==> src/rtl/mult_fxp_pipe.sv <==
// mult_fxp_pipe: pipelined multi-lane signed fixed-point multiplier with per-beat round/saturate modes
// and valid/ready flow control; stage 1 holds raw products when more than one stage is configured.
module mult_fxp_pipe #(
  parameter int DATA_WID    = 16,
  parameter int AUG_FCT_B   = 8,
  parameter int LANES       = 4,
  parameter int PIPE_STAGES = 2
) (
  input  logic                      clk,
  input  logic                      rst_n,
  input  logic                      in_valid,
  output logic                      in_ready,
  input  logic [LANES*DATA_WID-1:0] in_a,
  input  logic [LANES*DATA_WID-1:0] in_b,
  input  logic [1:0]                in_mode,
  output logic                      out_valid,
  input  logic                      out_ready,
  output logic [LANES*DATA_WID-1:0] out_p,
  output logic [LANES-1:0]          out_sat,
  output logic                      sat_sticky,
  input  logic                      clr_sat
);
  localparam int W = DATA_WID;
  localparam int S = PIPE_STAGES;
  localparam int P = (S > 1) ? 1 : 0;
  localparam int R = S - P;
  localparam int RSH = (AUG_FCT_B > 0) ? AUG_FCT_B - 1 : 0;
  localparam logic signed [2*W:0] MAXV = {{(W+2){1'b0}}, {(W-1){1'b1}}};
  localparam logic signed [2*W:0] MINV = {{(W+2){1'b1}}, {(W-1){1'b0}}};
  localparam logic signed [2*W:0] RND = (AUG_FCT_B > 0) ? ({{(2*W){1'b0}}, 1'b1} << RSH) : '0;

  function automatic logic [2*W-1:0] mul(input logic [W-1:0] a, input logic [W-1:0] b);
    logic signed [2*W-1:0] x, y;
    x = {{W{a[W-1]}}, a};
    y = {{W{b[W-1]}}, b};
    return x * y;
  endfunction

  // one extra bit keeps the rounding add from overflowing
  function automatic logic [W:0] post(input logic [2*W-1:0] p, input logic [1:0] m);
    logic signed [2*W:0] r, s;
    logic hi, lo;
    r = $signed({p[2*W-1], p}) + (m[0] ? RND : '0);
    s = r >>> AUG_FCT_B;
    hi = m[1] & (s > MAXV);
    lo = m[1] & (s < MINV);
    return {hi | lo, hi ? MAXV[W-1:0] : lo ? MINV[W-1:0] : s[W-1:0]};
  endfunction

  logic [S-1:0]                   vld_q, go, vin;
  logic [LANES*2*W-1:0]           prod_d, pp;
  logic [1:0]                     pm;
  logic [LANES*W-1:0]             res_d;
  logic [LANES-1:0]               sat_d;
  logic [R-1:0][LANES*W-1:0]      res_q, res_src;
  logic [R-1:0][LANES-1:0]        sat_q, sat_src;
  logic                           sticky_q;

  assign vin     = S'({vld_q, in_valid});
  assign res_src = (R*LANES*W)'({res_q, res_d});
  assign sat_src = (R*LANES)'({sat_q, sat_d});

  // a stage may load when it or any stage downstream has a hole, or the output drains
  always_comb begin
    for (int k = 0; k < S; k++) begin
      go[k] = out_ready;
      for (int j = k; j < S; j++) go[k] = go[k] | ~vld_q[j];
    end
  end

  always_comb begin
    prod_d = '0;
    res_d  = '0;
    sat_d  = '0;
    for (int i = 0; i < LANES; i++) begin
      prod_d[i*2*W +: 2*W] = mul(in_a[i*W +: W], in_b[i*W +: W]);
      {sat_d[i], res_d[i*W +: W]} = post(pp[i*2*W +: 2*W], pm);
    end
  end

  generate
    if (S > 1) begin : g_raw
      logic [LANES*2*W-1:0] prod_q;
      logic [1:0]           mode_q;
      always_ff @(posedge clk or negedge rst_n) begin
        if (!rst_n) begin
          prod_q <= '0;
          mode_q <= '0;
        end else if (go[0] & in_valid) begin
          prod_q <= prod_d;
          mode_q <= in_mode;
        end
      end
      assign pp = prod_q;
      assign pm = mode_q;
    end else begin : g_comb
      assign pp = prod_d;
      assign pm = in_mode;
    end
  endgenerate

  always_ff @(posedge clk or negedge rst_n) begin
    if (!rst_n) begin
      vld_q    <= '0;
      res_q    <= '0;
      sat_q    <= '0;
      sticky_q <= 1'b0;
    end else begin
      for (int k = 0; k < S; k++) if (go[k]) vld_q[k] <= vin[k];
      for (int j = 0; j < R; j++) begin
        if (go[P+j] & vin[P+j]) begin
          res_q[j] <= res_src[j];
          sat_q[j] <= sat_src[j];
        end
      end
      sticky_q <= ~clr_sat & (sticky_q | (out_valid & out_ready & |out_sat));
    end
  end

  assign in_ready   = go[0];
  assign out_valid  = vld_q[S-1];
  assign out_p      = res_q[R-1];
  assign out_sat    = sat_q[R-1];
  assign sat_sticky = sticky_q;
endmodule

==> config.mk <==
export PLATFORM = sky130hd
export DESIGN_NAME = mult_fxp_pipe
export DESIGN_NICKNAME = d
export VERILOG_FILES = /design/src/rtl/mult_fxp_pipe.sv
export SDC_FILE = /design/constraint.sdc
export NUM_CORES = 2
export LEC_CHECK = 0
export CAP_MARGIN = 20
export CORE_UTILIZATION = 65
export CTS_CLUSTER_SIZE = 10
export DETAILED_ROUTE_END_ITERATION = 8
export PLACE_DENSITY = 0.95
export SKIP_LAST_GASP = 1
export SLEW_MARGIN = 20
export SYNTH_ARGS = -nofsm -noshare
export SYNTH_HDL_FRONTEND = slang
export SYNTH_SLANG_ARGS = --single-unit
==> constraint.sdc <==
create_clock -name clk -period 4.2 [get_ports clk]
set_input_delay 0.84 -clock clk [delete_from_list [all_inputs] [get_ports clk]]
set_output_delay 0.84 -clock clk [all_outputs]
set_load 0.02 [all_outputs]
==> results.json, run 1 <==
{
  "synthFlopType": "dfrtp_1",
  "ctsHoldBuffers": 0,
  "cts_made_buffers": 17,
  "placed_area_um2": 54940,
  "clk_path_buf_depth": 2,
  "groute.usage.overall": 0.6129,
  "clock_tree.root_cell": "clkbuf_16",
  "io_pins": 206,
  "grt_overflow_total": 8,
  "async_flop_share": 1.000,
  "ys_ff_latch": 173,
  "synth.net_count": 6489,
  "synthesis.area_um2": 46340,
  "error": "[ERROR GRT-0116] Global routing finished with congestion. Check the congestion regions in the DRC Viewer.",
  "run_status": "did not finish",
  "start_util": 0.6594,
  "clock-sinks": 173,
  "gp_congestion": 0.9739,
  "synth-seq-area-share": 0.09343,
  "dp_slack_ps": -3095,
  "first_global_vias": 53806,
  "grt_max_degree": 86,
  "dp_hpwl_um": 117800,
  "synth_edf_count": 0,
  "num_rows": 97,
  "yosys_warnings": 0,
  "die_w_um": 269.0,
  "syn_inst": 4990,
  "synth_cell_types": 76,
  "stop_stage": "global routing (5_1_grt)",
  "numPortBuffers": 205,
  "syn_area_per_cell_um2": 9.286,
  "grt_pass1_wl_um": 318400,
  "die_h_um": 269.0,
  "htree_levels": 4
}
-- cell families after synthesis --
group,Yosys count,synth area share
and+or+nand+nor,1533,0.1652
adders and majority gates,1364,0.5375
buffers and inverters,1323,0.1078
AOI/OAI and AO/OA,413,0.06100
xor gates and xnor gates,177,0.03346
DFF,173,0.09343
muxes,7,0.001701
-- synth_stat cells (4+ instances only) --
cell / number / share of area
inv_1: 1148 / 0.093
fa_1: 1044 / 0.45
nand2_1: 653 / 0.053
and2_1: 488 / 0.066
ha_1: 320 / 0.086
dfrtp_1: 173 / 0.093
clkbuf_1: 164 / 0.013
nor2_1: 129 / 0.010
xnor2_1: 104 / 0.020
o21ai_0: 98 / 0.011
xor2_1: 73 / 0.014
a21oi_1: 65 / 0.0070
nand3_1: 61 / 0.0066
o22a_1: 34 / 0.0064
and3_1: 33 / 0.0045
nand4_1: 31 / 0.0042
a21o_1: 28 / 0.0045
nor3_1: 27 / 0.0029
nand2b_1: 24 / 0.0032
o31ai_1: 24 / 0.0039
o211ai_1: 20 / 0.0032
a31oi_1: 19 / 0.0026
o21a_1: 19 / 0.0031
a211oi_1: 17 / 0.0028
a221o_1: 16 / 0.0035
and4_1: 15 / 0.0028
nor4_1: 12 / 0.0016
o21bai_1: 12 / 0.0019
or3_1: 9 / 0.0012
or2_2: 8 / 0.0011
mux2_2: 7 / 0.0017
nor2b_1: 7 / 0.00095
or4_1: 7 / 0.0011
a211o_1: 6 / 0.0011
nand3b_1: 6 / 0.00097
o21ai_1: 6 / 0.00065
o41ai_1: 5 / 0.00095
a2111oi_0: 4 / 0.00076
a41o_1: 4 / 0.00086
buf_1: 4 / 0.00032
buf_2: 4 / 0.00043
nand4b_1: 4 / 0.00076
nor3b_1: 4 / 0.00065
nor4b_1: 4 / 0.00076
o2111ai_1: 4 / 0.00076
-- routing by layer --
| metal | GRT usage | overflow |
|---|---|---|
| met5 | 0.2182 | 0 |
| met4 | 0.5872 | 3 |
| met3 | 0.4596 | 0 |
| met2 | 0.7953 | 4 |
| met1 | 0.6011 | 1 |
-- what timing repair did --
| item | in CTS |
|---|---|
| setup endpoints to repair | 100 |
| pin swaps | 452 |
| buffers inserted | 167 |
| gates cloned | 10 |
| resized for setup | 1089 |
-- through the flow --
step                      instances  TNS (ps)    util
after floorplan                4990   -128040       -
after global placement         6581   -221800  0.7818
after detailed placement       6581   -243500  0.7818
after CTS                      6773   -149770  0.8313
==> run 2, diff against run 1 <==
--- a/config.mk
+++ b/config.mk
@@ -6,10 +6,9 @@
 export NUM_CORES = 2
 export LEC_CHECK = 0
 export CAP_MARGIN = 20
-export CORE_UTILIZATION = 65
-export CTS_CLUSTER_SIZE = 10
+export CORE_UTILIZATION = 40
 export DETAILED_ROUTE_END_ITERATION = 8
-export PLACE_DENSITY = 0.95
+export PLACE_DENSITY_LB_ADDON = 0.15
 export SKIP_LAST_GASP = 1
 export SLEW_MARGIN = 20
 export SYNTH_ARGS = -nofsm -noshare
==> run 2 against run 1 <==
  * The flow now finishes, with violations (DRC, setup timing)
  * Synthesized cell count unchanged
  * Area after synthesis unchanged
==> results.json, run 2 <==
{
  "fin_area_um2": 60840,
  "finalSetupViolCount": 100,
  "core-area_um2": 114700,
  "drtPass1Iterations": 9,
  "io_pins": 206,
  "syn_inst": 4990,
  "synth-compound-area-share": 0.06100,
  "post-route-period-util": 1.451,
  "clock_skew_ps": 13.84,
  "cp_cell_sequence": "buf_6 > buf_6 > and2_4 > fa_1 > inv_2 > fa_1 > fa_1 > inv_1 > fa_1 > fa_1 > inv_1 > fa_1 > inv_2 > ha_4 > and3_4 > nand4_1 > a211o_1 > or2_4 > o211ai_1 > a41o_1 > a21oi_2 > or3b_4",
  "placed_area_um2": 56130,
  "die_w_um": 342.4,
  "synthesis.area_um2": 46340,
  "yosys_warnings": 0,
  "synth_xor_xnor_area_share": 0.03346,
  "worst_slew_pin_slew_ps": 1010,
  "first_global_vias": 39604,
  "multi_input_area_um2": 40020,
  "register_area_um2": 4329,
  "drt_iter0_markers": 1411,
  "cp-start-kind": "input pin",
  "synth_commonest_cells": "inv_1, fa_1, nand2_1",
  "synth-seq-area-share": 0.09343,
  "regMostFlops": "g_raw.prod_q",
  "cts_tree": "done",
  "clk-insertion-delay-late_ps": 450,
  "synth_fa_ha_area_frac": 0.5375,
  "yosysTopAreaCellShare": 0.4511,
  "largest_register_ff_count": 100,
  "mostFrequentLayoutCells": "inv_1, fa_1, buf_4, nand2_1, and2_1",
  "period_needed_ps": 6095,
  "fillers": 10597,
  "synth_cell_types": 76,
  "cts_made_buffers": 17,
  "clock_tree.root_cell": "clkbuf_16",
  "async_flop_share": 1.000,
  "gp_congestion": 0.8537,
  "crit_type": "in -> reg",
  "num_rows": 124,
  "fin_ws_ps": -1895,
  "synth_top_family_by_area": "adder cells",
  "violations": "DRC, setup timing",
  "clock-sinks": 173,
  "synth.net_count": 6489,
  "antenna_found_initial": 3,
  "totalWireLength_um": 118500,
  "stdcell_count": 7432,
  "finalSetupTns_ps": -138540,
  "cpMostUsedCell": "fa_1",
  "grt_max_degree": 92,
  "cp_top_family": "adder cells",
  "start_util": 0.4041,
  "drv_slew": 0,
  "drc": 24,
  "clk_pin_slew_worst_paths_ps": 80,
  "maxCapViolCount": 0,
  "numPortBuffers": 205,
  "clk_path_buf_depth": 2,
  "synth_edf_count": 0,
  "wl_per_cell_um": 15.94,
  "ys_ff_latch": 173,
  "yosysMostFrequentCell": "inv_1",
  "grt_pass1_wl_um": 200400,
  "syn2layout_area_growth_pct": 31.31,
  "synth_area_leaders": "fa_1, dfrtp_1, inv_1",
  "crit_path_end_kind": "flip-flop",
  "htree_levels": 4,
  "dr_total_vias": 36013,
  "crit_arrival_ps": 6420,
  "final_nets": 7405,
  "dp_hpwl_um": 99380,
  "crit_required_ps": 4530,
  "syn_area_per_cell_um2": 9.286,
  "finalHoldViolations": 0,
  "hp-class": "in -> async",
  "drive_gt1_frac": 0.2823,
  "timing.fmax_mhz": 164.1,
  "synth_top_cell_by_area": "fa_1",
  "vias_per_cell": 4.846,
  "critPathMaxFanout": 5,
  "path_buf_inv": 6,
  "run_status": "finished, violations left",
  "antenna_left": 0,
  "grt_overflow_total": 0,
  "r2r_setup_slack_ps": 470,
  "final_common_cell": "inv_1",
  "synthMuxAreaShare": 0.001701,
  "rsz0062_at_grt": "yes",
  "synthFlopType": "dfrtp_1",
  "die_h_um": 342.4,
  "dieArea_um2": 117200,
  "max_stage_delay_ps": 540,
  "cpMaxStageDelayCell": "fa_1",
  "synthSimpleGateAreaFrac": 0.1652,
  "groute.usage.overall": 0.2125,
  "maxSlewHeadroom": 0.3268,
  "dpl.cell_count": 7206
}
run 2: layout make-up:
type | instances | area share
Timing Repair Buffer | 1072 | 0.1592
Sequential cell | 173 | 0.07115
Clock inverter | 14 | 0.002427
Inverter | 1148 | 0.07103
Clock buffer | 18 | 0.007218
Multi-Input combinational cell | 3494 | 0.6578
Tap cell | 1512 | 0.03109
Antenna cell | 1 | 0.00004113
run 2: what timing repair did:
item,4_1_cts,5_1_grt
pin swaps,402,323
setup buffers,172,54
gates cloned,17,0
hold endpoints to repair,0,0
resized for setup,1002,357
hold buffers,0,0
endpoints found under the setup margin,100,100
run 2: logic make-up after synthesis:
family                     count (synthesis)
AOI/OAI and AO/OA                        413
xor gates and xnor gates                 177
adders and majority gates               1364
buffers and inverters                   1323
DFF                                      173
muxes                                      7
and+or+nand+nor                         1533
run 2: final timing paths:
kind | start | to | cells past startpoint
worst max register to register | g_raw.mode_q[0] | out_p[44] | 11
worst min register to register | out_p[15] | out_p[15] | 2
max in group asynchronous | rst_n | out_p[30] | 2
min in group clk | out_p[15] | out_p[15] | 2
worst min-delay path | rst_n | out_p[1] | 1
worst max-delay path | in_b[52] | g_raw.prod_q[127] | 22
run 2: metrics by stage:
step / setup slack, ps / hold WS (ps) / utilization
after floorplan: -2104 / 455.2 / -
after global placement: -2873 / 480.6 / 0.4896
after detailed placement: -2892 / 485.0 / 0.4896
after CTS: -1961 / 473.7 / 0.5208
after global routing: -2111 / 498.6 / 0.5307
final: -1895 / 464.3 / 0.5307
run 2: layer usage:
metal,GRT usage,vias to the layer above,share of wire
li1,-,16874,-
met1,0.2865,18526,0.44
met2,0.3731,507,0.51
met3,0.02502,106,0.035
met4,0.03078,0,0.013
met5,0,-,0
Power of run 2 is not shown: default switching activity piles up to over one toggle a cycle in this logic, so the estimate is an artifact.
